File: src/rtl/controller_pkg.sv
// Shared encodings for the multicycle ARM32 controller: FSM states, ALU
// operation codes, ARM data-processing opcodes, condition codes and decode helpers.
package controller_pkg;

    typedef enum logic [2:0] {
        S_FETCH       = 3'd0,
        S_FETCH_WAIT  = 3'd1,
        S_DECODE      = 3'd2,
        S_EXECUTE     = 3'd3,
        S_MEMORY      = 3'd4,
        S_MEMORY_WAIT = 3'd5,
        S_WRITE_BACK  = 3'd6
    } state_t;

    typedef enum logic [1:0] {
        CLS_NONE = 2'd0,
        CLS_DP   = 2'd1,
        CLS_MEM  = 2'd2,
        CLS_BR   = 2'd3
    } iclass_t;

    localparam logic [2:0] ALU_ADD = 3'b000;
    localparam logic [2:0] ALU_SUB = 3'b001;
    localparam logic [2:0] ALU_AND = 3'b010;
    localparam logic [2:0] ALU_ORR = 3'b011;
    localparam logic [2:0] ALU_EOR = 3'b100;

    localparam logic [3:0] OPC_AND = 4'b0000;
    localparam logic [3:0] OPC_EOR = 4'b0001;
    localparam logic [3:0] OPC_SUB = 4'b0010;
    localparam logic [3:0] OPC_ADD = 4'b0100;
    localparam logic [3:0] OPC_CMP = 4'b1010;
    localparam logic [3:0] OPC_ORR = 4'b1100;
    localparam logic [3:0] OPC_MOV = 4'b1101;

    localparam logic [3:0] COND_EQ = 4'b0000;
    localparam logic [3:0] COND_NE = 4'b0001;
    localparam logic [3:0] COND_CS = 4'b0010;
    localparam logic [3:0] COND_CC = 4'b0011;
    localparam logic [3:0] COND_MI = 4'b0100;
    localparam logic [3:0] COND_PL = 4'b0101;
    localparam logic [3:0] COND_VS = 4'b0110;
    localparam logic [3:0] COND_VC = 4'b0111;
    localparam logic [3:0] COND_HI = 4'b1000;
    localparam logic [3:0] COND_LS = 4'b1001;
    localparam logic [3:0] COND_GE = 4'b1010;
    localparam logic [3:0] COND_LT = 4'b1011;
    localparam logic [3:0] COND_GT = 4'b1100;
    localparam logic [3:0] COND_LE = 4'b1101;
    localparam logic [3:0] COND_AL = 4'b1110;
    localparam logic [3:0] COND_NV = 4'b1111;

    function automatic logic dp_opcode_ok(input logic [3:0] opc);
        return (opc == OPC_AND) || (opc == OPC_EOR) || (opc == OPC_SUB) ||
               (opc == OPC_ADD) || (opc == OPC_ORR) || (opc == OPC_MOV) ||
               (opc == OPC_CMP);
    endfunction

    // Only word LDR/STR with immediate offset, pre-indexed, no writeback is handled.
    function automatic iclass_t classify(input logic [27:0] ir);
        iclass_t cls;
        cls = CLS_NONE;
        if (ir[27:26] == 2'b00) begin
            if (!(!ir[25] && ir[7:4] == 4'b1001) && dp_opcode_ok(ir[24:21]))
                cls = CLS_DP;
        end else if (ir[27:26] == 2'b01) begin
            if (!ir[25] && ir[24] && !ir[22] && !ir[21])
                cls = CLS_MEM;
        end else if (ir[27:25] == 3'b101) begin
            cls = CLS_BR;
        end
        return cls;
    endfunction

    function automatic logic [2:0] dp_alu_op(input logic [3:0] opc);
        logic [2:0] op;
        case (opc)
            OPC_AND: op = ALU_AND;
            OPC_EOR: op = ALU_EOR;
            OPC_SUB: op = ALU_SUB;
            OPC_CMP: op = ALU_SUB;
            OPC_ORR: op = ALU_ORR;
            default: op = ALU_ADD;
        endcase
        return op;
    endfunction

endpackage

File: src/rtl/controller_cond_eval.sv
// ARM condition-code evaluator: decides whether an instruction executes
// given its cond field and the current NZCV flags.
module cond_eval
    import controller_pkg::*;
(
    input  logic [3:0] cond,
    input  logic [3:0] nzcv,
    output logic       pass
);

    logic flag_n, flag_z, flag_c, flag_v;

    assign flag_n = nzcv[3];
    assign flag_z = nzcv[2];
    assign flag_c = nzcv[1];
    assign flag_v = nzcv[0];

    always_comb begin
        pass = 1'b0;
        case (cond)
            COND_EQ: pass = flag_z;
            COND_NE: pass = !flag_z;
            COND_CS: pass = flag_c;
            COND_CC: pass = !flag_c;
            COND_MI: pass = flag_n;
            COND_PL: pass = !flag_n;
            COND_VS: pass = flag_v;
            COND_VC: pass = !flag_v;
            COND_HI: pass = flag_c && !flag_z;
            COND_LS: pass = !flag_c || flag_z;
            COND_GE: pass = (flag_n == flag_v);
            COND_LT: pass = (flag_n != flag_v);
            COND_GT: pass = !flag_z && (flag_n == flag_v);
            COND_LE: pass = flag_z || (flag_n != flag_v);
            COND_AL: pass = 1'b1;
            COND_NV: pass = 1'b0;
            default: pass = 1'b0;
        endcase
    end

endmodule

File: src/rtl/controller.sv
// Multicycle ARM32 control unit: owns PC and IR, sequences each instruction
// through the FSM and drives the datapath selects/enables and RAM strobes.
module controller
    import controller_pkg::*;
(
    input  logic        clk,
    input  logic        rst_n,
    input  logic [31:0] instr,
    input  logic [31:0] status_out,
    output logic [31:0] PC,
    output logic        mem_rd,
    output logic        mem_wr,
    output logic        sel_w_data,
    output logic        w_en1,
    output logic [3:0]  w_addr1,
    output logic [3:0]  A_addr,
    output logic [3:0]  B_addr,
    output logic [3:0]  shift_addr,
    output logic        en_A,
    output logic        en_B,
    output logic        en_S,
    output logic        sel_shift,
    output logic [31:0] shift_imme,
    output logic [1:0]  shift_op,
    output logic        sel_A,
    output logic        sel_B,
    output logic        sel_post_shift,
    output logic [31:0] imme_data,
    output logic [2:0]  ALU_op,
    output logic        en_out1,
    output logic        en_out2,
    output logic        en_status1,
    output logic        en_status2,
    output logic        w_en2,
    output logic [3:0]  w_addr2
);

    state_t      state_reg, state_next;
    logic [31:0] pc_reg, pc_next;
    logic [31:0] ir_reg;

    iclass_t     cls;
    logic        cond_pass;
    logic [3:0]  opc, rn, rd, rs, rm;
    logic        is_load, status_en;
    logic [31:0] branch_target;
    logic        status_unused;

    assign status_unused = ^status_out[27:0];

    cond_eval u_cond_eval (
        .cond (ir_reg[31:28]),
        .nzcv (status_out[31:28]),
        .pass (cond_pass)
    );

    assign cls     = classify(ir_reg[27:0]);
    assign opc     = ir_reg[24:21];
    assign rn      = ir_reg[19:16];
    assign rd      = ir_reg[15:12];
    assign rs      = ir_reg[11:8];
    assign rm      = ir_reg[3:0];
    assign is_load = ir_reg[20];
    // Flags are written by S-suffixed DP ops and always by CMP; never by LDR/STR.
    assign status_en = (cls == CLS_DP) && (ir_reg[20] || opc == OPC_CMP);
    assign branch_target = pc_reg + 32'd8 + {{6{ir_reg[23]}}, ir_reg[23:0], 2'b00};

    always_ff @(posedge clk or negedge rst_n) begin
        if (!rst_n) begin
            state_reg <= S_FETCH;
            pc_reg    <= 32'd0;
            ir_reg    <= 32'd0;
        end else begin
            state_reg <= state_next;
            pc_reg    <= pc_next;
            if (state_reg == S_FETCH_WAIT)
                ir_reg <= instr;
        end
    end

    assign PC = pc_reg;

    always_comb begin
        state_next     = state_reg;
        pc_next        = pc_reg;
        mem_rd         = 1'b0;
        mem_wr         = 1'b0;
        sel_w_data     = 1'b0;
        w_en1          = 1'b0;
        w_addr1        = 4'd0;
        A_addr         = 4'd0;
        B_addr         = 4'd0;
        shift_addr     = 4'd0;
        en_A           = 1'b0;
        en_B           = 1'b0;
        en_S           = 1'b0;
        sel_shift      = 1'b0;
        shift_imme     = 32'd0;
        shift_op       = 2'b00;
        sel_A          = 1'b0;
        sel_B          = 1'b0;
        sel_post_shift = 1'b0;
        imme_data      = 32'd0;
        ALU_op         = ALU_ADD;
        en_out1        = 1'b0;
        en_out2        = 1'b0;
        en_status1     = 1'b0;
        en_status2     = 1'b0;
        w_en2          = 1'b0;
        w_addr2        = 4'd0;

        case (state_reg)
            S_FETCH: state_next = S_FETCH_WAIT;

            S_FETCH_WAIT: state_next = S_DECODE;

            S_DECODE: begin
                if (!cond_pass || cls == CLS_NONE) begin
                    pc_next    = pc_reg + 32'd4;
                    state_next = S_FETCH;
                end else begin
                    state_next = S_EXECUTE;
                    // Branches need no register operands.
                    if (cls != CLS_BR) begin
                        en_A       = 1'b1;
                        en_B       = 1'b1;
                        en_S       = 1'b1;
                        A_addr     = rn;
                        B_addr     = (cls == CLS_MEM) ? rd : rm;
                        shift_addr = rs;
                    end
                    if (cls == CLS_DP) begin
                        sel_shift  = ir_reg[4];
                        shift_imme = {27'd0, ir_reg[11:7]};
                        shift_op   = ir_reg[6:5];
                    end
                end
            end

            S_EXECUTE: begin
                en_out1 = 1'b1;
                case (cls)
                    CLS_BR: begin
                        pc_next    = branch_target;
                        state_next = S_FETCH;
                    end
                    CLS_DP: begin
                        en_status1 = status_en;
                        sel_B      = ir_reg[25];
                        imme_data  = {24'd0, ir_reg[7:0]};
                        ALU_op     = dp_alu_op(opc);
                        sel_A      = (opc == OPC_MOV);
                        shift_imme = {27'd0, ir_reg[11:7]};
                        shift_op   = ir_reg[6:5];
                        state_next = S_MEMORY;
                    end
                    CLS_MEM: begin
                        sel_B      = 1'b1;
                        imme_data  = {20'd0, ir_reg[11:0]};
                        ALU_op     = ir_reg[23] ? ALU_ADD : ALU_SUB;
                        state_next = S_MEMORY;
                    end
                    default: begin
                        pc_next    = pc_reg + 32'd4;
                        state_next = S_FETCH;
                    end
                endcase
            end

            S_MEMORY: begin
                en_out2    = 1'b1;
                en_status2 = status_en;
                if (cls == CLS_MEM) begin
                    mem_rd     = is_load;
                    mem_wr     = !is_load;
                    state_next = S_MEMORY_WAIT;
                end else begin
                    state_next = S_WRITE_BACK;
                end
            end

            S_MEMORY_WAIT: state_next = S_WRITE_BACK;

            S_WRITE_BACK: begin
                if (cls == CLS_DP && opc != OPC_CMP) begin
                    w_en1   = 1'b1;
                    w_addr1 = rd;
                end else if (cls == CLS_MEM && is_load) begin
                    w_en1      = 1'b1;
                    w_addr1    = rd;
                    sel_w_data = 1'b1;
                end
                pc_next    = pc_reg + 32'd4;
                state_next = S_FETCH;
            end

            default: state_next = S_FETCH;
        endcase
    end

endmodule

File: config.mk
export PLATFORM = sky130hd
export DESIGN_NAME = controller
export DESIGN_NICKNAME = d
export VERILOG_FILES = /design/src/rtl/controller_pkg.sv /design/src/rtl/controller_cond_eval.sv /design/src/rtl/controller.sv
export SDC_FILE = /design/constraint.sdc
export NUM_CORES = 1
export LEC_CHECK = 0
export ABC_AREA = 1
export ABC_CLOCK_PERIOD_IN_PS = 3450
export CAP_MARGIN = 5
export CORE_MARGIN = 2
export CORE_UTILIZATION = 50
export CTS_CLUSTER_SIZE = 20
export DETAILED_ROUTE_END_ITERATION = 8
export DONT_BUFFER_PORTS = 1
export SLEW_MARGIN = 5
export SYNTH_ARGS = -nofsm -noshare
export SYNTH_HDL_FRONTEND = slang
export SYNTH_SLANG_ARGS = --single-unit
File: constraint.sdc
create_clock -name clk -period 3.45 [get_ports clk]
set_input_delay 0.69 -clock clk [delete_from_list [all_inputs] [get_ports clk]]
set_output_delay 0.69 -clock clk [all_outputs]
set_load 0.1 [all_outputs]
==> run_results.csv, run 1 <==
group,metric,value,unit
cells_and_area,finish.utilization,65.1,%
status,violations,"negative setup slack",
yosys,yosysTopAreaCell,"dfrtp_1",
setup_path,worst_setup_path_start_kind,"flop",
drt,vias,7519,
sta,min_period,3.50,ns
cells_and_area,nNetsFinal,1355,
clocking,cts_sinks,65,
setup_path,crit_type,"reg -> out",
setup_path,cp_cell_sequence,"nor2_2 -> inv_2 -> o211ai_1 -> o311ai_2 -> nand2_2 -> inv_2 -> ha_2 -> nor2_1 -> nand3_1 -> inv_2 -> nand3_4 -> buf_8 -> clkinvlp_4 -> buf_16",
clocking,clockRootBuffer,"clkbuf_16",
sta,report.final.setup_viol,4,
job,drv_cap,0,
sta,finalWorstSetupSlack,-0.0523,ns
yosys,ys_ff_latch,65,
yosys,synth_most_common_cell,"nand2_1",
yosys,synth_area_leaders,"dfrtp_1 (23%), nand2_1 (17%), ha_1 (11%)",
setup_path,cp_common_cell,"inv_2",
yosys,synth_edf_count,0,
sta,hold-worst-slack,0.0301,ns
yosys,netlist_top_cells_count,"nand2_1 (312), inv_1 (167), nor2_1 (137)",
drt,routedWlPerCell,17.1,um
sta,clock_skew,0.00802,ns
die,dieArea,0.0151,mm2
global_routing,grt.total_usage,32.1,%
status,status,"finished with violations",
sta,worst_pin_slew,0.702,ns
yosys,ys_seq_area_share,23.0,%
setup_path,crit_required,2.76,ns
sta,slew_viol_final,0,
sta,rsz0062_at_grt,"true",
place,routabilityCongestion,1.04,
setup_path,cp_top_family,"buffers and inverters",
die,start_util,51.0,%
global_routing,antenna_found_initial,0,
yosys,async_flop_share,100,%
sta,hold_viol,0,
die,row_count,43,
setup_path,crit_path_top_delay_cell,"dfrtp_2",
place,numPortBuffers,0,
sta,fin_crit_sh,102,%
cells_and_area,insertedDiodeCount,0,
cells_and_area,largest_reg_flops,32,
yosys,synth_top_cell_area_share,23.0,%
cells_and_area,drive_above_1_share,17.1,%
power_and_ir_drop,vdd_drop_max,0.552,mV
drt,drtPass1Iterations,6,
drt,drt_iter0_markers,637,
die,fp.dieH,123,um
die,core_area,0.0139,mm2
yosys,synthFlopType,"dfrtp_1",
yosys,yosys_warnings,0,
power_and_ir_drop,p_leak,4.74,nW
power_and_ir_drop,power.density,880,mW/mm2
place,post-dp-hpwl,19100,um
setup_path,path_buf_inv,6,
die,die_w,123,um
cells_and_area,fillCellCount,1297,
sta,slew_headroom,53.1,%
yosys,avgSynthCellArea,6.25,um2
place,dp_cells,1387,
setup_path,arrival,2.81,ns
drt,antenna_left,0,
setup_path,max_stage_delay,0.44,ns
clocking,clock_latency,0.35,ns
global_routing,grt_pass1_wl,36500,um
clocking,clkTransAtPathRegs,0.06,ns
clocking,htreeDepth,3,
cells_and_area,syn_to_final_growth,27.5,%
clocking,cts_tree,"yes",
drt,vias_per_cell,5.33,
clocking,numCtsBuffers,9,
global_routing,grt_start_max_net_pins,66,
place,dp_slack,0.0656,ns
global_routing,overflow,0,
setup_path,worst-path-max-fanout,5,
global_routing,grt_pass1_vias,6840,
drt,totalWireLength,24200,um
drt,drc,0,
yosys,syn_inst,1133,
cells_and_area,stdcell_count,1411,
yosys,syn_area,0.00708,mm2
yosys,synth_cell_types,37,
setup_path,cp-end-kind,"output pin",
sta,fmax,0.286,GHz
setup_path,r2r_slack,0.50,ns
clocking,clk_path_buf_depth,2,
die,boundaryPins,203,
min_path,hold_class,"in -> async",
## worst register-to-register path, cell delays in order, from the launching register on
cell and delay (ns):
dfrtp_2 0.44, nor2_2 0.12, inv_2 0.05, o211ai_1 0.26, o311ai_2 0.17, nand2_2 0.15
buf_4 0.14, ha_4 0.14, nand2_2 0.21, inv_2 0.62, o21ai_0 0.20, a21oi_1 0.15
nor2_1 0.05, nand2_1 0.05, o21ai_0 0.07
## placed cells by master, fill, tap and decap left out, types with 18 or more instances in the layout
cell,instances
a21oi_1,55
buf_12,38
buf_4,58
conb_1,55
dfrtp_1,63
ha_1,59
inv_1,161
nand2_1,309
nand3_1,86
nand4_1,21
nor2_1,101
nor2_2,19
nor2_4,18
nor3_1,18
o21ai_0,41
## kinds of logic (layout without fill, tap and decap cells)
logic type,count (synthesis),count (layout),synth area share (%)
XOR/XNOR,14,14,1.73
other,1,55,0.0529
multiplexers,12,12,1.89
adder cells (fa/ha/maj),63,63,11.2
flip-flops,65,65,23.0
AND/OR/NAND/NOR,609,609,36.2
AO/OA/AOI/OAI,124,124,9.47
buffers and inverters,245,289,16.4
## path summary, 6_finish.rpt
check	from	depth (start not counted)	end
max reg2reg	ir_reg[24]$_DFFE_PN0P_	14	PC[9]$_DFFE_PN0P_
min in group clk	instr[27]	1	ir_reg[27]$_DFFE_PN0P_
min reg2reg	ir_reg[26]$_DFFE_PN0P_	2	ir_reg[26]$_DFFE_PN0P_
min	rst_n	0	PC[28]$_DFFE_PN0P_
max in group asynchronous	rst_n	0	ir_reg[6]$_DFFE_PN0P_
max	ir_reg[24]$_DFFE_PN0P_	14	en_B
## power by group
| part | leakage, nW | internal (mW) | switching (mW) |
|---|---|---|---|
| clock network | 0.169 | 0.729 | 0.392 |
| registers | 0.805 | 1.05 | 0.347 |
| logic | 3.76 | 1.54 | 3.89 |
| total | 4.74 | 3.32 | 4.63 |
## through the flow
stage / instance area, um2 / total power, mW / TNS [ns]
6_report: 9030 / 7.95 / -0.172
2_1_floorplan: 7500 / 5.25 / -3.10
5_1_grt: 9030 / 8.54 / -3.81
3_5_place_dp: 8420 / 6.55 / 0
3_3_place_gp: 8420 / 6.49 / 0
4_1_cts: 8790 / 7.72 / 0
## repair_timing
action	4_1_cts	5_1_grt
pin swaps	2	12
endpoints found under the setup margin	26	46
resized for setup	3	40
hold buffers	0	0
setup buffers	1	7
hold endpoints to repair	0	0
## layer usage
metal | part of all wire [%] | GRT usage (%) | wire [um]
met2 | 46 | 51.0 | 11200
met4 | 2.2 | 8.66 | 541
met5 | 0 | 0 | 0
met1 | 42 | 43.1 | 10200
met3 | 9.1 | 8.53 | 2200
## cell type report
| type | count | area, um2 | share of cell area, % |
|---|---|---|---|
| Clock buffer | 10 | 239 | 2.65 |
| Tap cell | 180 | 225 | 2.49 |
| Multi-Input combinational cell | 877 | 4880 | 54.0 |
| Sequential cell | 65 | 1630 | 18.0 |
| Inverter | 170 | 649 | 7.19 |
| Clock inverter | 6 | 115 | 1.27 |
| Timing Repair Buffer | 103 | 1300 | 14.4 |
Power figures use the tool's default switching activity.
==> inputs of run 2 (changes only) <==
- ABC_AREA: 1 -> unset
==> run 2 against run 1 <==
The run still ends with negative setup slack left. Design area down 9.4%. Wire length down 22%. Setup slack worse by 0.27 ns. Critical path depth down 4. Area after synthesis down 10%. Clock-buffer cell count unchanged. Die area down 10%. Sequential power up 8%. Non-clock buffer count up 8. Core utilization up 0.31 points. Sequential share of layout area up 1.9 points. Combinational power up 9.4%. Largest cell class unchanged.
==> run_results.csv, run 2 <==
group,metric,value,unit
global_routing,overflow,0,
sta,finalWorstSetupSlack,-0.327,ns
yosys,netlist_top_cells_count,"dfrtp_1 (65), ha_1 (62), buf_4 (59)",
setup_path,crit_type,"reg -> out",
setup_path,cp_common_cell,"buf_12",
status,status,"finished with violations",
drt,antenna_left,0,
yosys,ys_ff_latch,65,
clocking,cts_tree,"yes",
setup_path,arrival,3.09,ns
clocking,clockRootBuffer,"clkbuf_16",
die,fp.dieH,117,um
setup_path,max_stage_delay,0.47,ns
global_routing,grt_start_max_net_pins,66,
yosys,avgSynthCellArea,8.33,um2
clocking,clkTransAtPathRegs,0.06,ns
sta,hold-worst-slack,0.0336,ns
min_path,hold_class,"in -> async",
power_and_ir_drop,power.density,1030,mW/mm2
die,boundaryPins,203,
setup_path,cp_top_family,"simple AND/OR/NAND/NOR gates",
power_and_ir_drop,p_comb_share,70.9,%
power_and_ir_drop,swShare,57.2,%
setup_path,crit_path_top_delay_cell,"or4_4",
sta,slew_viol_final,0,
yosys,ys_seq_area_share,25.6,%
global_routing,grt_pass1_vias,5733,
sta,report.final.setup_viol,23,
setup_path,cp_cell_sequence,"nand2b_4 -> o32ai_4 -> inv_2 -> ha_4 -> or4_4 -> a21o_1 -> or3_4 -> buf_12 -> nor2_4 -> buf_12",
cells_and_area,insertedDiodeCount,0,
setup_path,crit_required,2.76,ns
sta,fmax,0.265,GHz
global_routing,antenna_found_initial,0,
sta,slew_headroom,39.8,%
cells_and_area,syn_to_final_growth,29.0,%
die,row_count,41,
die,start_util,50.7,%
yosys,yosys_warnings,0,
yosys,synth_most_common_cell,"dfrtp_1",
drt,vias_per_cell,5.85,
setup_path,cp-end-kind,"output pin",
drt,drt_iter0_markers,551,
cells_and_area,layout_common_cells,"buf_4 (71), dfrtp_1 (61), ha_1 (61)",
die,dieArea,0.0136,mm2
cells_and_area,drive_above_1_share,28.0,%
drt,drtPass1Iterations,5,
setup_path,worst_setup_path_start_kind,"flop",
place,numPortBuffers,0,
sta,hold_viol,0,
power_and_ir_drop,p_leak,3.69,nW
die,core_area,0.0125,mm2
yosys,syn_inst,762,
power_and_ir_drop,p_switching,4.80,mW
setup_path,path_buf_inv,3,
yosys,yosysTopAreaCell,"dfrtp_1",
status,violations,"negative setup slack",
die,die_w,117,um
setup_path,r2r_slack,0.23,ns
sta,worst_pin_slew,0.902,ns
clocking,numCtsBuffers,9,
drt,totalWireLength,18800,um
sta,rsz0062_at_grt,"true",
job,drv_cap,0,
clocking,htreeDepth,3,
sta,clock_skew,0.00946,ns
power_and_ir_drop,p_total,8.39,mW
clocking,clock_latency,0.35,ns
yosys,synth_area_leaders,"dfrtp_1 (26%), ha_1 (12%), buf_4 (7.0%)",
clocking,clk_path_buf_depth,2,
power_and_ir_drop,vdd_drop_max,0.452,mV
cells_and_area,fillCellCount,1022,
yosys,synthFlopType,"dfrtp_1",
cells_and_area,nNetsFinal,977,
yosys,synth_cell_types,81,
sta,min_period,3.78,ns
drt,drc,0,
setup_path,worst-path-max-fanout,8,
drt,routedWlPerCell,18.4,um
power_and_ir_drop,clockPowerShare,11.3,%
clocking,cts_sinks,65,
cells_and_area,final_common_cell,"buf_4",
yosys,synth_edf_count,0,
place,post-dp-hpwl,14300,um
yosys,synth_top_cell_area_share,25.6,%
sta,fin_crit_sh,109,%
place,routabilityCongestion,0.896,
global_routing,grt_pass1_wl,29800,um
cells_and_area,largest_reg_flops,32,
yosys,syn_area,0.00634,mm2
power_and_ir_drop,seq_power_share,17.8,%
drt,vias,5996,
yosys,async_flop_share,100,%
global_routing,grt.total_usage,28.3,%
power_and_ir_drop,p_int,3.59,mW
## run 2: cell families (layout without fill, tap and decap cells)
logic type | Yosys count | in the layout | share of synthesized area [%]
AND/OR/NAND/NOR | 247 | 247 | 21.1
AO/OA/AOI/OAI | 214 | 214 | 21.4
buffers and inverters | 122 | 159 | 11.3
flip-flops | 65 | 65 | 25.6
adder cells (fa/ha/maj) | 63 | 63 | 12.5
multiplexers | 29 | 29 | 5.01
XOR/XNOR | 21 | 21 | 2.90
other | 1 | 55 | 0.0591
## run 2: layout make-up
type | instances | area (um2) | share of cell area (%)
clock buffers | 10 | 239 | 2.92
clock inverters | 6 | 57.6 | 0.703
inverters | 32 | 139 | 1.70
multi-input cells | 629 | 4590 | 56.0
flip-flops and latches | 65 | 1630 | 19.9
well taps | 172 | 215 | 2.63
repair buffers | 111 | 1320 | 16.1
## run 2: final timing paths
check	startpoint	cells past startpoint	to
max	ir_reg[22]$_DFFE_PN0P_	10	shift_addr[1]
min reg2reg	ir_reg[17]$_DFFE_PN0P_	1	ir_reg[17]$_DFFE_PN0P_
min in group clk	instr[8]	2	ir_reg[8]$_DFFE_PN0P_
max in group asynchronous	rst_n	0	ir_reg[23]$_DFFE_PN0P_
min	rst_n	0	PC[22]$_DFFE_PN0P_
max reg2reg	ir_reg[1]$_DFFE_PN0P_	12	PC[23]$_DFFE_PN0P_
## run 2: what timing repair did
action                                  4_1_cts  5_1_grt
buffers inserted                              7        2
endpoints found under the setup margin       27       38
hold buffers                                  0        0
pin swaps                                     5        4
gates resized for setup                      10       13
## run 2: per-layer routing
metal	GRT usage (%)	vias up	share of wire [%]
met3	7.58	16	9.5
met5	0	-	0
met1	37.4	2856	43
met2	45.7	274	46
li1	-	2850	-
met4	8.31	0	1.5
## run 2: through the flow
stage | util (%) | instances | worst slack [ns] | TNS (ns) | area (um2)
2_1_floorplan | - | 816 | -0.267 | -4.84 | 6940
3_3_place_gp | 61.8 | 1000 | -0.0103 | -0.0726 | 7740
3_5_place_dp | 61.8 | 1000 | -0.0446 | -0.304 | 7740
4_1_cts | 65.0 | 1023 | -0.336 | -6.12 | 8140
5_1_grt | 65.4 | 1025 | -0.409 | -8.65 | 8180
6_report | 65.4 | 1025 | -0.327 | -6.80 | 8180
## run 2: power by group through the flow
stage	logic (mW)	clock network (mW)	registers, mW
final	5.95	0.950	1.50
after global routing	6.43	0.990	1.54
after detailed placement	5.74	0	1.49
after CTS	5.86	0.961	1.48
after floorplan	3.65	0	2.29
after global placement	5.66	0	1.47
